### src/rtl/m_sequence_gen_if.sv
// Packed-word output stream of the m-sequence generator: data/valid forward, ready back.
interface m_sequence_gen_if #(
  parameter int OUT_W = 8
) ();
  logic [OUT_W-1:0] out_data;
  logic             out_valid;
  logic             out_ready;

  modport master (output out_data, output out_valid, input out_ready);
  modport slave  (input out_data, input out_valid, output out_ready);
endinterface

### src/rtl/m_sequence_gen.sv
// Fibonacci LFSR m-sequence generator with seed load, lock-up recovery, period marker
// and an OUT_W-bit word packer that backpressures the LFSR once a second word is full.
module m_sequence_gen #(
  parameter int               WIDTH = 8,
  parameter logic [WIDTH-1:0] TAPS  = 8'hB8,
  parameter logic [WIDTH-1:0] SEED  = {{(WIDTH-1){1'b0}}, 1'b1},
  parameter int               OUT_W = 8
) (
  input  logic             clk,
  input  logic             rst,
  input  logic             en,
  input  logic             load,
  input  logic [WIDTH-1:0] seed_in,
  output logic             m_seq,
  output logic [WIDTH-1:0] state,
  output logic             period_start,
  output logic             lockup,
  m_sequence_gen_if.master out_if
);

  localparam int               CNT_W     = (OUT_W > 1) ? $clog2(OUT_W) : 1;
  localparam logic [CNT_W-1:0] LAST_BIT  = CNT_W'(OUT_W - 1);
  localparam logic [WIDTH-1:0] STEP_LAST = {{(WIDTH-1){1'b1}}, 1'b0};

  logic [WIDTH-1:0] state_q, state_d;
  logic [WIDTH-1:0] step_cnt_q, step_cnt_d;
  logic [CNT_W-1:0] bit_cnt_q, bit_cnt_d;
  logic [OUT_W-1:0] shreg_q, shreg_d;
  logic [OUT_W-1:0] out_data_q, out_data_d;
  logic             out_valid_q, out_valid_d;
  logic             period_start_q, period_start_d;
  logic             lockup_q, lockup_d;

  logic             fb;
  logic             emit_bit;
  logic             word_done;
  logic             stall;
  logic [OUT_W:0]   shift_ext;

  always_comb begin
    fb        = ^(state_q & TAPS);
    emit_bit  = state_q[WIDTH-1];
    word_done = (bit_cnt_q == LAST_BIT);
    // Hold only when the next bit would complete a word that has nowhere to go.
    stall     = out_valid_q && !out_if.out_ready && word_done;
    shift_ext = {shreg_q, emit_bit};

    state_d        = state_q;
    step_cnt_d     = step_cnt_q;
    bit_cnt_d      = bit_cnt_q;
    shreg_d        = shreg_q;
    out_data_d     = out_data_q;
    out_valid_d    = out_valid_q;
    period_start_d = 1'b0;
    lockup_d       = 1'b0;

    if (out_valid_q && out_if.out_ready) begin
      out_valid_d = 1'b0;
    end

    if (load) begin
      state_d    = seed_in;
      step_cnt_d = '0;
      bit_cnt_d  = '0;
    end else if (state_q == '0) begin
      state_d    = SEED;
      step_cnt_d = '0;
      lockup_d   = 1'b1;
    end else if (en && !stall) begin
      state_d        = {state_q[WIDTH-2:0], fb};
      step_cnt_d     = (step_cnt_q == STEP_LAST) ? '0 : step_cnt_q + 1'b1;
      period_start_d = (step_cnt_q == '0);
      shreg_d        = shift_ext[OUT_W-1:0];
      if (word_done) begin
        out_data_d  = shift_ext[OUT_W-1:0];
        out_valid_d = 1'b1;
        bit_cnt_d   = '0;
      end else begin
        bit_cnt_d = bit_cnt_q + 1'b1;
      end
    end
  end

  always_ff @(posedge clk) begin
    if (rst) begin
      state_q        <= SEED;
      step_cnt_q     <= '0;
      bit_cnt_q      <= '0;
      shreg_q        <= '0;
      out_data_q     <= '0;
      out_valid_q    <= 1'b0;
      period_start_q <= 1'b0;
      lockup_q       <= 1'b0;
    end else begin
      state_q        <= state_d;
      step_cnt_q     <= step_cnt_d;
      bit_cnt_q      <= bit_cnt_d;
      shreg_q        <= shreg_d;
      out_data_q     <= out_data_d;
      out_valid_q    <= out_valid_d;
      period_start_q <= period_start_d;
      lockup_q       <= lockup_d;
    end
  end

  assign m_seq            = state_q[WIDTH-1];
  assign state            = state_q;
  assign period_start     = period_start_q;
  assign lockup           = lockup_q;
  assign out_if.out_data  = out_data_q;
  assign out_if.out_valid = out_valid_q;

endmodule
### src/flat_wrapper.sv
// flat-port wrapper written by rule: the top's interface ports become plain ports
module m_sequence_gen_flat 
#(
  parameter int               WIDTH = 8,
  parameter logic [WIDTH-1:0] TAPS  = 8'hB8,
  parameter logic [WIDTH-1:0] SEED  = {{(WIDTH-1){1'b0}}, 1'b1},
  parameter int               OUT_W = 8
)
  (clk, rst, en, load, seed_in, m_seq, state, period_start, lockup, out_if_out_data, out_if_out_valid, out_if_out_ready);
  m_sequence_gen_if #(.OUT_W(OUT_W)) out_if_i ();
  input  logic clk;
  input  logic rst;
  input  logic en;
  input  logic load;
  input  logic [WIDTH-1:0] seed_in;
  output logic m_seq;
  output logic [WIDTH-1:0] state;
  output logic period_start;
  output logic lockup;
  output wire logic [$bits(out_if_i.out_data)-1:0] out_if_out_data;
  output wire logic [$bits(out_if_i.out_valid)-1:0] out_if_out_valid;
  input wire logic [$bits(out_if_i.out_ready)-1:0] out_if_out_ready;
  assign out_if_out_data = out_if_i.out_data;
  assign out_if_out_valid = out_if_i.out_valid;
  assign out_if_i.out_ready = out_if_out_ready;
  m_sequence_gen #(.WIDTH(WIDTH), .TAPS(TAPS), .SEED(SEED), .OUT_W(OUT_W)) u_core (.clk(clk), .rst(rst), .en(en), .load(load), .seed_in(seed_in), .m_seq(m_seq), .state(state), .period_start(period_start), .lockup(lockup), .out_if(out_if_i));
endmodule
### config.mk
export PLATFORM = sky130hd
export DESIGN_NAME = m_sequence_gen_flat
export DESIGN_NICKNAME = d
export VERILOG_FILES = /design/src/rtl/m_sequence_gen_if.sv /design/src/rtl/m_sequence_gen.sv /design/src/flat_wrapper.sv
export SDC_FILE = /design/constraint.sdc
export NUM_CORES = 1
export LEC_CHECK = 0
export ABC_AREA = 1
export CAP_MARGIN = 20
export CORE_MARGIN = 5
export CORE_UTILIZATION = 40
export DETAILED_ROUTE_END_ITERATION = 8
export PLACE_DENSITY = 0.73
export SETUP_SLACK_MARGIN = 0.5
export SYNTH_ARGS = -nofsm -noshare
export SYNTH_HDL_FRONTEND = slang
export SYNTH_SLANG_ARGS = --single-unit
### constraint.sdc
create_clock -name clk -period 3.5 [get_ports clk]
set_input_delay 0.35 -clock clk [delete_from_list [all_inputs] [get_ports clk]]
set_output_delay 0.35 -clock clk [all_outputs]
set_load 0.02 [all_outputs]
Word level (Yosys, flattened, before mapping)
Index checks and enable logic that the tools add are counted.
- register bits: 37
- word-level logic and storage cells: 42
- add/sub/neg operators: 2
- equality and inequality tests: 2
- multiplexer cells: 11
- bitwise logic cells: 3
- reductions and logical operators: 16
- operators with widths (kind ; count):
    8-bit two-way mux ; 4
    8-bit logical NOT ; 2
    8-bit by 1-bit adder with 8-bit output (second input constant) ; 1
    8-bit equality test (second input constant) ; 1
    8-bit parity ; 1
    1-bit two-way mux ; 6
    1-bit logical AND ; 4
    4-bit AND reduction ; 1
    4-bit OR reduction ; 1
    3-bit by 1-bit adder with 3-bit output (second input constant) ; 1
    3-bit equality test (second input constant) ; 1
    3-bit two-way mux ; 1
    1-bit inverter ; 3
    3-bit AND reduction ; 1
    3-bit nonzero test ; 1
    3-bit OR reduction ; 1
    1-bit logical NOT ; 2
    2-bit AND reduction ; 1
    2-bit OR reduction ; 1

Depth between registers and ports, before layout
- depth after elaboration: 8
- mapped depth: 10
- mapped depth without buffers: 10

Worst setup path after synthesis
Ideal clock, no wire load.
- path kind: register to register
- from: register u_core.bit_cnt_q[0]
- to: register u_core.state_q[7], in the netlist u_core.state[7]
- arrival: 1380 ps
- setup slack: 2004 ps
- stages on the path, launching flop included: 10
- buffers on the path: 0
- period minus slack after synthesis: 1496 ps
- cells stage by stage: dfxtp_1 -> ha_1 -> ha_1 -> nand3_2 -> nand2_2 -> nand2_1 -> nor2_4 -> inv_2 -> nor2_1 -> nor2_1
- word-level cells in the longest chain between the ends: 5
- RTL lines (item ; RTL line ; RTL):
    start, declared ; m_sequence_gen.sv:27 ; logic [CNT_W-1:0] bit_cnt_q, bit_cnt_d;
    start signal, assigned ; m_sequence_gen.sv:97 ; bit_cnt_q <= bit_cnt_d;
    3-bit equality test ; m_sequence_gen.sv:43 ; word_done = (bit_cnt_q == LAST_BIT);
    1-bit logical AND ; m_sequence_gen.sv:45 ; stall = out_valid_q && !out_if.out_ready && word_done;
    1-bit logical NOT ; m_sequence_gen.sv:69 ; end else if (en && !stall) begin
    1-bit logical AND ; m_sequence_gen.sv:69 ;
    3-bit nonzero test (no line) ; - ;
    end signal, assigned ; m_sequence_gen.sv:95 ; state_q <= state_d;
    end, declared ; m_sequence_gen.sv:25 ; logic [WIDTH-1:0] state_q, state_d;
Every way passes these cells.
A chain may end at the register's enable or synchronous reset.

Final worst setup path
- from: input rst
- to: register u_core.step_cnt_q[7]
- word-level cells in the longest chain between the ends: 1
- RTL lines (item ; RTL line ; RTL):
    start, declared ; flat_wrapper.sv:12 ; input logic rst;
    3-bit OR reduction (no line) ; - ;
    end signal, assigned ; m_sequence_gen.sv:96 ; step_cnt_q <= step_cnt_d;
    end, declared ; m_sequence_gen.sv:26 ; logic [WIDTH-1:0] step_cnt_q, step_cnt_d;
Every way passes these cells.

==> summary.txt <==
row count = 25
CTS Buffer Depth = 2
Post-DRT Antenna Nets = 0
Die ar. = 6370 sq um
CTS tree = built
Ant. Diodes = 0
detailed-router iteration count before antenna repair = 4
max cap viols = 0
Core Region = 4720 sq um
Primary FF master, synth = dfxtp_1
most frequent cell after synthesis = nand2_1
post-DR vias/cell = 4.42
Inserted Clock Buffers = 5
Synth Cell Area = 1950 sq um
fraction of registers with async set or reset after synthesis = 0
met1 Track Usage GR = 0.160
Largest stage delay, worst path = 0.50 ns
Arr. time, crit path = 2.16 ns
Routed WL = 3.96 mm
Yosys top cell area share = 0.380
# port buffers = 32
post-cts sizing count = 0
worst hold slack = 0.489 ns
Remaining DRCs = 0
post-route clock period utilization = 0.551
GPL Wtd Cong = 0.805
Slew HR = 0.568
layout cell share with drive strength beyond 1 = 0.0729
Clock Skews = 0.00628 ns
Worst setup SP type = input port
fin cells = 396
cell taking the most area after synthesis = dfxtp_1
DP Area = 2300 sq um
Fillers = 477
I/O Pins = 33
Post-Synthesis Cells = 295
vias in the first global route = 1,607
clk root buf = clkbuf_8
met2 usage = 0.229
dpl cells = 388
Final Core Density = 0.505
Die X-Extent = 79.8 um
FF/Latch Area = 741 sq um
peak supply drop = 0.155 mV
grt total ovfl = 0
max-slew violation count = 0
nets = 347
DIE HEIGHT = 79.8 um
drt wl/cell = 10.0 um
total number of yosys warnings = 0
Design Area, Final = 2380 sq um
final hold violation count = 0
Reg clk slew, reported paths = 0.07 ns
WP data required = 3.73 ns
met3 Usage GRT = 0.0327
syn nets = 314
worst-margin pin slew = 0.647 ns
RSZ-0062 raised after global routing = no
Area Overhead vs Synth = 22.3%
largest net degree at the start of global routing = 24
Final setup violation count = 0
count of cell types in the netlist = 28
Top Usage Layer GRT = met2
Hold-fix buffers, CTS = 0
flops & latches, synth = 37
minimum clock period = 1.93 ns
CP Class = input port to register
CP most frequent cell = nand2_1
synth cell count leaders = nand2_1 (82), inv_1 (51), nor2_1 (48)
post-CTS setup buffer count = 0
Leak = 0.00112 uW
CP cell instances = clkdlybuf4s50_1 > inv_1 > nand2_1 > inv_1 > nand2_1 > nor2_2 > nand2_1 > nor2_1
Final TNS setup = 0 ns
dpl hpwl = 2.89 mm
multi-input logic area = 950 sq um
f_max = 519 MHz
Crit Path Max Fanout = 23
clock sink total = 37
first-pass GRT wire length = 6.79 mm
run status = finished, final reports clean
Total GRT Usage = 0.134
Clock Latency Late Sink = 0.29 ns
hold crit path type = register to register
htree depth = 2
syn avg cell area = 6.61 sq um
Post-synth EDFFs = 0
crit path max-delay cell type = inv_1
Cell Pwr Density = 373 nW/um^2
sequential element share of the synthesized area = 0.380
Crit. End Element = register
initial antenna violation count = 0
initial drt markers = 93
Vias = 1,749
largest cells by area after synthesis = dfxtp_1 (38%), nand2_1 (16%), inv_1 (9.8%)
starting density of the core = 0.413
[through the flow]
| stage | total power [uW] | worst slack [ns] |
|---|---|---|
| 6_report | 890 | 1.57 |
| 4_1_cts | 898 | 1.58 |
| 5_1_grt | 936 | 1.43 |
| 3_5_place_dp | 612 | 1.28 |
| 3_3_place_gp | 610 | 1.35 |
| 2_1_floorplan | 565 | 2.00 |
[cell usage in the layout, fill, tap and decap left out, types with 2 or more instances in the layout]
master	synthesis	layout
clkbuf_8	0	5
nor2_2	2	2
o21ai_0	11	11
nor2_4	2	2
dfxtp_1	37	37
ha_1	6	6
nor2_8	2	2
nand2_1	82	82
clkinv_2	1	3
nand2_2	4	4
clkdlybuf4s50_1	0	32
nor2_1	48	48
inv_2	2	2
nand3_1	23	23
inv_1	51	51
a21oi_1	7	7
[power breakdown]
part / internal (uW) / switching (uW)
combinational: 63.0 / 89.0
clock: 138 / 150
sequential: 438 / 12.9
total: 639 / 251
[worst max-delay path: cells and delay by family]
| kind | cells | cell delay, ns |
|---|---|---|
| AND/OR/NAND/NOR | 5 | 0.71 |
| buffers and inverters | 3 | 1.09 |
[path summary, 6_finish.rpt]
kind / start / to / slack [ns] / cells past startpoint
setup / recovery: rst / u_core.step_cnt_q[7]$_SDFFE_PP0N_ / 1.57 / 8
hold / removal: u_core.bit_cnt_q[1]$_SDFFE_PP0P_ / u_core.bit_cnt_q[1]$_SDFFE_PP0P_ / 0.49 / 2
setup reg to reg: u_core.bit_cnt_q[0]$_SDFFE_PP0P_ / u_core.state[6]$_SDFFE_PP0P_ / 1.65 / 10
hold reg to reg: u_core.bit_cnt_q[1]$_SDFFE_PP0P_ / u_core.bit_cnt_q[1]$_SDFFE_PP0P_ / 0.49 / 2
[logic make-up after synthesis]
logic type,share of synthesized area
AOI/OAI and AO/OA,0.0507
xor gates and xnor gates,0.00899
adders and majority gates,0.0385
buffers and inverters,0.133
DFF,0.380
and+or+nand+nor,0.389
[area by class of cell]
type	count	area share
clock inverters	2	0.00420
flip-flops and latches	37	0.311
well taps	67	0.0352
inverters	55	0.0871
clock buffers	6	0.0304
repair buffers	32	0.134
multi-input cells	197	0.398
[per-layer routing]
metal	routed length, um	share of wire
met1	1830	0.46
met2	1850	0.47
met3	216	0.055
met4	63	0.016
met5	0	0
[flip-flops by register name, summed over array words and instances, names as in the netlist]
signal and count:
u_core.shreg_q 7, u_core.step_cnt_q 8, u_core.out_if.out_data 8, u_core.bit_cnt_q 3, u_core.out_if.out_valid 1, u_core.period_start 1, u_core.lockup 1, u_core.state 8
Power figures use the tool's default switching activity.
